[config.mk]
export PLATFORM = sky130hd
export DESIGN_NAME = multiport_register_file
export DESIGN_NICKNAME = d
export VERILOG_FILES = /design/src/rtl/multiport_register_file_pkg.sv /design/src/rtl/multiport_register_file_scoreboard.sv /design/src/rtl/multiport_register_file.sv
export SDC_FILE = /design/constraint.sdc
export NUM_CORES = 2
export LEC_CHECK = 0
export CORE_MARGIN = 5
export CORE_UTILIZATION = 53
export CTS_CLUSTER_SIZE = 14
export DETAILED_ROUTE_END_ITERATION = 10
export HOLD_SLACK_MARGIN = 0.1
export PLACE_DENSITY = 0.68
export SYNTH_ARGS = -nofsm -noshare
export SYNTH_HDL_FRONTEND = slang
export SYNTH_SLANG_ARGS = --single-unit
[constraint.sdc]
create_clock -name clk -period 7.35 [get_ports clk]
set_clock_uncertainty 0.2 [all_clocks]
set_input_delay 1.47 -clock clk [delete_from_list [all_inputs] [get_ports clk]]
set_output_delay 1.47 -clock clk [all_outputs]
set_load 0.05 [all_outputs]
[src/rtl/multiport_register_file_pkg.sv]
`default_nettype none
// ============================================================================
//  Module      : rf_pkg
//  Description : Shared constants and helpers for the multiport register file
//                and its pending-write scoreboard.
//  Revision    : 1.0 - initial release
// ============================================================================
package rf_pkg;

    localparam int DEFAULT_DATA_WIDTH = 32;
    localparam int DEFAULT_ADDR_WIDTH = 5;
    localparam int BYTE_LANES         = DEFAULT_DATA_WIDTH / 8;

    // Merge one byte lane: the new byte replaces the old one only when its
    // enable bit is set. Applied lane by lane so any multiple-of-8 width works.
    function automatic logic [7:0] byte_merge(
        input logic [7:0] old_byte,
        input logic [7:0] new_byte,
        input logic       mask
    );
        return mask ? new_byte : old_byte;
    endfunction

endpackage
`default_nettype wire

[src/rtl/multiport_register_file_scoreboard.sv]
`default_nettype none
// ============================================================================
//  Module      : rf_scoreboard
//  Description : Per-register pending bits. Decode sets a bit on reserve,
//                writeback clears it; a same-cycle reserve wins over the clear.
//                Provides the WAW hazard flag and per-port pending lookup.
//  Revision    : 1.0 - initial release
// ============================================================================
module rf_scoreboard
    import rf_pkg::*;
#(
    parameter int ADDR_WIDTH = DEFAULT_ADDR_WIDTH,
    parameter int READ_PORTS = 2,
    parameter int ZERO_REG   = 1,
    parameter int BYPASS     = 1
) (
    input  wire logic                             clk,
    input  wire logic                             rst,
    input  wire logic                             set_en_i,
    input  wire logic [ADDR_WIDTH-1:0]            set_addr_i,
    input  wire logic                             clr_en_i,
    input  wire logic [ADDR_WIDTH-1:0]            clr_addr_i,
    input  wire logic [READ_PORTS*ADDR_WIDTH-1:0] lookup_addr_i,
    output logic      [READ_PORTS-1:0]            pending_o,
    output logic                                  hazard_o
);

    localparam int DEPTH = 2 ** ADDR_WIDTH;

    logic [DEPTH-1:0] pending_q;
    logic [DEPTH-1:0] pending_d;
    logic             w_set_valid;
    logic             w_clr_valid;

    // Register 0 (when hard-wired) never takes part in the scoreboard.
    assign w_set_valid = set_en_i && !((ZERO_REG != 0) && (set_addr_i == '0));
    assign w_clr_valid = clr_en_i && !((ZERO_REG != 0) && (clr_addr_i == '0));

    // Next pending vector: clear first, then set, so a new producer wins.
    always_comb begin
        pending_d = pending_q;
        if (w_clr_valid) begin
            pending_d[clr_addr_i] = 1'b0;
        end
        if (w_set_valid) begin
            pending_d[set_addr_i] = 1'b1;
        end
    end

    // Pending state register; reset discards every in-flight reservation.
    always_ff @(posedge clk) begin
        if (!rst) begin
            pending_q <= '0;
        end else begin
            pending_q <= pending_d;
        end
    end

    assign hazard_o = w_set_valid & pending_q[set_addr_i];

    generate
        for (genvar p = 0; p < READ_PORTS; p++) begin : g_lookup
            logic [ADDR_WIDTH-1:0] w_addr;
            logic                  w_clear_hit;

            assign w_addr      = lookup_addr_i[p*ADDR_WIDTH +: ADDR_WIDTH];
            // A same-cycle writeback already delivers the data, so the
            // register is no longer outstanding from the reader's viewpoint.
            assign w_clear_hit = (BYPASS != 0) && w_clr_valid && (clr_addr_i == w_addr);
            assign pending_o[p] = pending_q[w_addr] & ~w_clear_hit;
        end
    endgenerate

endmodule
`default_nettype wire

[src/rtl/multiport_register_file.sv]
`default_nettype none
// ============================================================================
//  Module      : multiport_register_file
//  Description : Parametrised register file with N combinational read ports,
//                byte-enabled writeback, optional write-to-read bypass,
//                optional hard-wired zero register and a pending scoreboard.
//  Revision    : 1.0 - initial release
// ============================================================================
module multiport_register_file
    import rf_pkg::*;
#(
    parameter int DATA_WIDTH = DEFAULT_DATA_WIDTH,
    parameter int ADDR_WIDTH = DEFAULT_ADDR_WIDTH,
    parameter int READ_PORTS = 2,
    parameter int ZERO_REG   = 1,
    parameter int BYPASS     = 1
) (
    input  wire logic                             clk,
    input  wire logic                             rst,
    input  wire logic [READ_PORTS*ADDR_WIDTH-1:0] readAddress,
    output logic      [READ_PORTS*DATA_WIDTH-1:0] readData,
    output logic      [READ_PORTS-1:0]            readPending,
    input  wire logic                             writeEnable,
    input  wire logic [ADDR_WIDTH-1:0]            writeAddress,
    input  wire logic [DATA_WIDTH-1:0]            writeData,
    input  wire logic [DATA_WIDTH/8-1:0]          writeByteEnable,
    input  wire logic                             reserveEnable,
    input  wire logic [ADDR_WIDTH-1:0]            reserveAddress,
    output logic                                  reserveHazard
);

    localparam int DEPTH     = 2 ** ADDR_WIDTH;
    localparam int NUM_LANES = DATA_WIDTH / 8;

    logic [DATA_WIDTH-1:0] regs_q [DEPTH];
    logic                  w_write_valid;
    logic [DATA_WIDTH-1:0] w_write_merged;

    assign w_write_valid = writeEnable && !((ZERO_REG != 0) && (writeAddress == '0));

    // The merged word serves both the storage update and the bypass path,
    // since a bypass only fires when the read address equals writeAddress.
    generate
        for (genvar b = 0; b < NUM_LANES; b++) begin : g_lane
            assign w_write_merged[b*8 +: 8] = byte_merge(regs_q[writeAddress][b*8 +: 8],
                                                         writeData[b*8 +: 8],
                                                         writeByteEnable[b]);
        end
    endgenerate

    // Storage array: cleared on reset, otherwise updated by the writeback port.
    always_ff @(posedge clk) begin
        if (!rst) begin
            for (int k = 0; k < DEPTH; k++) begin
                regs_q[k] <= '0;
            end
        end else if (w_write_valid) begin
            regs_q[writeAddress] <= w_write_merged;
        end
    end

    generate
        for (genvar p = 0; p < READ_PORTS; p++) begin : g_read
            logic [ADDR_WIDTH-1:0] w_addr;
            logic                  w_bypass_hit;
            logic                  w_zero_hit;

            assign w_addr       = readAddress[p*ADDR_WIDTH +: ADDR_WIDTH];
            assign w_bypass_hit = (BYPASS != 0) && w_write_valid && (writeAddress == w_addr);
            assign w_zero_hit   = (ZERO_REG != 0) && (w_addr == '0);

            assign readData[p*DATA_WIDTH +: DATA_WIDTH] =
                w_bypass_hit ? w_write_merged :
                w_zero_hit   ? '0             :
                               regs_q[w_addr];
        end
    endgenerate

    rf_scoreboard #(
        .ADDR_WIDTH (ADDR_WIDTH),
        .READ_PORTS (READ_PORTS),
        .ZERO_REG   (ZERO_REG),
        .BYPASS     (BYPASS)
    ) u_scoreboard (
        .clk           (clk),
        .rst           (rst),
        .set_en_i      (reserveEnable),
        .set_addr_i    (reserveAddress),
        .clr_en_i      (writeEnable),
        .clr_addr_i    (writeAddress),
        .lookup_addr_i (readAddress),
        .pending_o     (readPending),
        .hazard_o      (reserveHazard)
    );

endmodule
`default_nettype wire

==> flow_summary.json <==
{
  "p_sw_mw": 4.52,
  "die-area_mm2": 0.127,
  "clock_power_share_pct": 37.0,
  "cts_tree": "done",
  "arrival_ns": 5.29,
  "drc": 0,
  "fmax_mhz": 144,
  "syn-instance-count": 4698,
  "synth_area_leaders": "edfxtp_1 48%, mux4_2 23%, mux2i_1 7.1%, nor2_1 6.2%, a22oi_1 2.0%",
  "die_y_um": 357,
  "ys_types": 78,
  "initial_utilization_pct": 53.2,
  "gp_congestion": 0.959,
  "die_w_um": 357,
  "stdcell_count": 6387,
  "cts_buffer_depth": 3,
  "ir_drop_v": 0.000230,
  "end_kind": "output pin",
  "cts_resized": 0,
  "final_cell_mix": "1046 x nor2_1, 1024 x edfxtp_1, 641 x mux4_2",
  "path_class": "input pin to output pin",
  "synth_area_leader_cell": "edfxtp_1",
  "tns_ns": 0,
  "hp-start": "u_scoreboard.pending_q[16]",
  "dr.pass1.iters": 8,
  "finalCriticalPeriod_ns": 6.96,
  "async_flop_share_pct": 0,
  "final_common_cell": "nor2_1",
  "status": "finished clean",
  "areaGrowthSynthToFinish_pct": 11.5,
  "clock_sinks": 1056,
  "p_leak_nw": 25.8,
  "finalSetupViolCount": 0,
  "crit_fanout": 18,
  "hold_class": "register to register",
  "netlist_area_mm2": 0.0638,
  "slew_headroom_pct": 9.55,
  "tightest_slew_ns": 1.35,
  "antenna_found_initial": 10,
  "grt.total_usage_pct": 39.4,
  "combPwrFrac_pct": 18.3,
  "clk_latency_ns": 0.75,
  "timing.final.crit_share_pct": 94.6,
  "grt_first_pass_wirelength_mm": 354,
  "synth_top_cell_area_share_pct": 48.2,
  "num_vias": 49323,
  "routed_via_density": 7.72,
  "post_drt_wl_per_cell_um": 39.8,
  "startpoint": "writeAddress[2]",
  "cts_setup_buffers": 0,
  "portBuffers": 126,
  "yosys_warnings": 0,
  "powerDensity_mw_per_mm2": 220,
  "sequentialPowerShare_pct": 44.8,
  "cts_root_buf": "clkbuf_16",
  "hold_buffers": 0,
  "p_int_mw": 11.1,
  "io_pins": 127,
  "reg2reg_slack_ns": 3.90,
  "dpl.hpwl_mm": 156,
  "grt_remaining_overflow": 0,
  "p_sw_share_pct": 28.8,
  "synth-edff-count": 1024,
  "layout.nets": 4725,
  "cap_violations": 0,
  "start_kind": "input pin",
  "rsz0062_at_grt": "no",
  "routed_wirelength_mm": 254,
  "required_ns": 5.68,
  "ys_ff_latch": 1056,
  "htreeDepth": 3,
  "drv_slew": 0,
  "grt_max_degree": 81,
  "core-area_mm2": 0.120,
  "placementRows": 127,
  "synth.avg_cell_area_um2": 13.6,
  "dp.cells": 6159,
  "cts_buffers": 116,
  "first_iter_violations": 9351,
  "antenna_left": 0,
  "hold_viol_final": 0,
  "final_layout_size_suffix_gt1_share_pct": 25.8,
  "synth_ff_type": "edfxtp_1",
  "rr_startpoint": "regs_q[4][26]",
  "grt_pass1_vias": 47477,
  "yosysSeqAreaShare_pct": 49.2,
  "path_clk_slew_ns": 0.06
}
## synth_stat cells (7+ instances only)
| library cell | number |
|---|---|
| o32ai_2 | 11 |
| a21oi_1 | 32 |
| nand4_1 | 13 |
| o221ai_1 | 27 |
| clkbuf_1 | 197 |
| buf_6 | 32 |
| nor3_1 | 10 |
| mux4_2 | 641 |
| o21ai_0 | 79 |
| a32o_1 | 11 |
| o21bai_1 | 10 |
| buf_1 | 17 |
| nand2b_1 | 28 |
| nor2b_1 | 23 |
| a22o_1 | 37 |
| nand3_1 | 27 |
| buf_4 | 56 |
| nand4b_1 | 7 |
| dfxtp_1 | 32 |
| a211o_1 | 20 |
| mux2i_1 | 454 |
| buf_2 | 213 |
| a211oi_1 | 27 |
| nand2_1 | 122 |
| mux2_2 | 23 |
| a221oi_1 | 72 |
| edfxtp_1 | 1024 |
| o22a_1 | 10 |
| and3_1 | 12 |
| nor2_1 | 1049 |
| a22oi_1 | 167 |
| o22ai_1 | 46 |
| inv_1 | 43 |
| o211ai_1 | 11 |
| and2_1 | 9 |
## registers in the layout, summed over array words and instances (netlist names)
name / count
regs_q: 1024
u_scoreboard.pending_q: 32
## power by group through the flow
stage / Sequential [mW] / Combinational (mW) / Clock (mW)
after floorplan: 7.07 / 1.77 / 0
after global placement: 7.10 / 2.75 / 0
after detailed placement: 7.13 / 2.76 / 0
after CTS: 7.00 / 2.77 / 5.75
after global routing: 7.03 / 2.90 / 6.03
final: 7.01 / 2.86 / 5.79
## final cells by class
type                            instances  area [um2]
Antenna cell                           12        30.0
Multi-Input combinational cell       3107       30200
Sequential cell                      1056       31400
Clock buffer                          143        3060
Tap cell                             1612        2020
Inverter                               48         186
Timing Repair Buffer                  336        3610
Clock inverter                         73         627
Fill cell                            9286       48700
## path summary, 6_finish.rpt
check | end | cells after the start
hold reg to reg | u_scoreboard.pending_q[16] | 2
setup reg to reg | regs_q[25][26] | 6
hold / removal | u_scoreboard.pending_q[16] | 2
setup / recovery | readData[6] | 7
## kinds of logic (layout without fill, tap and decap cells)
| logic type | count (synthesis) | in the layout | synth area share, % |
|---|---|---|---|
| xor+xnor | 10 | 10 | 0.137 |
| flops | 1056 | 1056 | 49.2 |
| simple gates | 1333 | 1333 | 8.56 |
| other cells | 1 | 44 | 0.00588 |
| buf+inv | 566 | 600 | 4.48 |
| mux | 1118 | 1118 | 30.2 |
| compound gates | 614 | 614 | 7.47 |
## worst max-delay path, cell delays in order
cell and delay (ns):
clkdlybuf4s50_1 0.86, or3_1 0.74, o31ai_2 0.43, or3_2 0.73, buf_12 0.34, o221ai_1 0.38, buf_12 0.29
## metal layers
layer  share of wire (%)  vias up  wire, um  global-route usage, %
li1                    -    18466         -                      -
met1                  33    24570     82900                   51.4
met2                  42     5177    106000                   55.4
met3                  18     1104     45000                   15.8
met4                 7.9        6     20000                   24.6
met5               0.017        -        42                      0
## through the flow
step	worst slack (ns)	hold slack (ns)	cell area, um2	total power, mW	utilization, %
detailed placement	0.678	0.290	67400	9.89	56.3
finish	0.395	0.297	71100	15.7	59.4
global route	0.403	0.321	71100	16.0	59.4
global placement	0.720	0.285	67400	9.85	56.3
CTS	0.659	0.300	71100	15.5	59.4
floorplan	1.63	0.263	63900	8.85	-
Power figures use the tool's default switching activity.
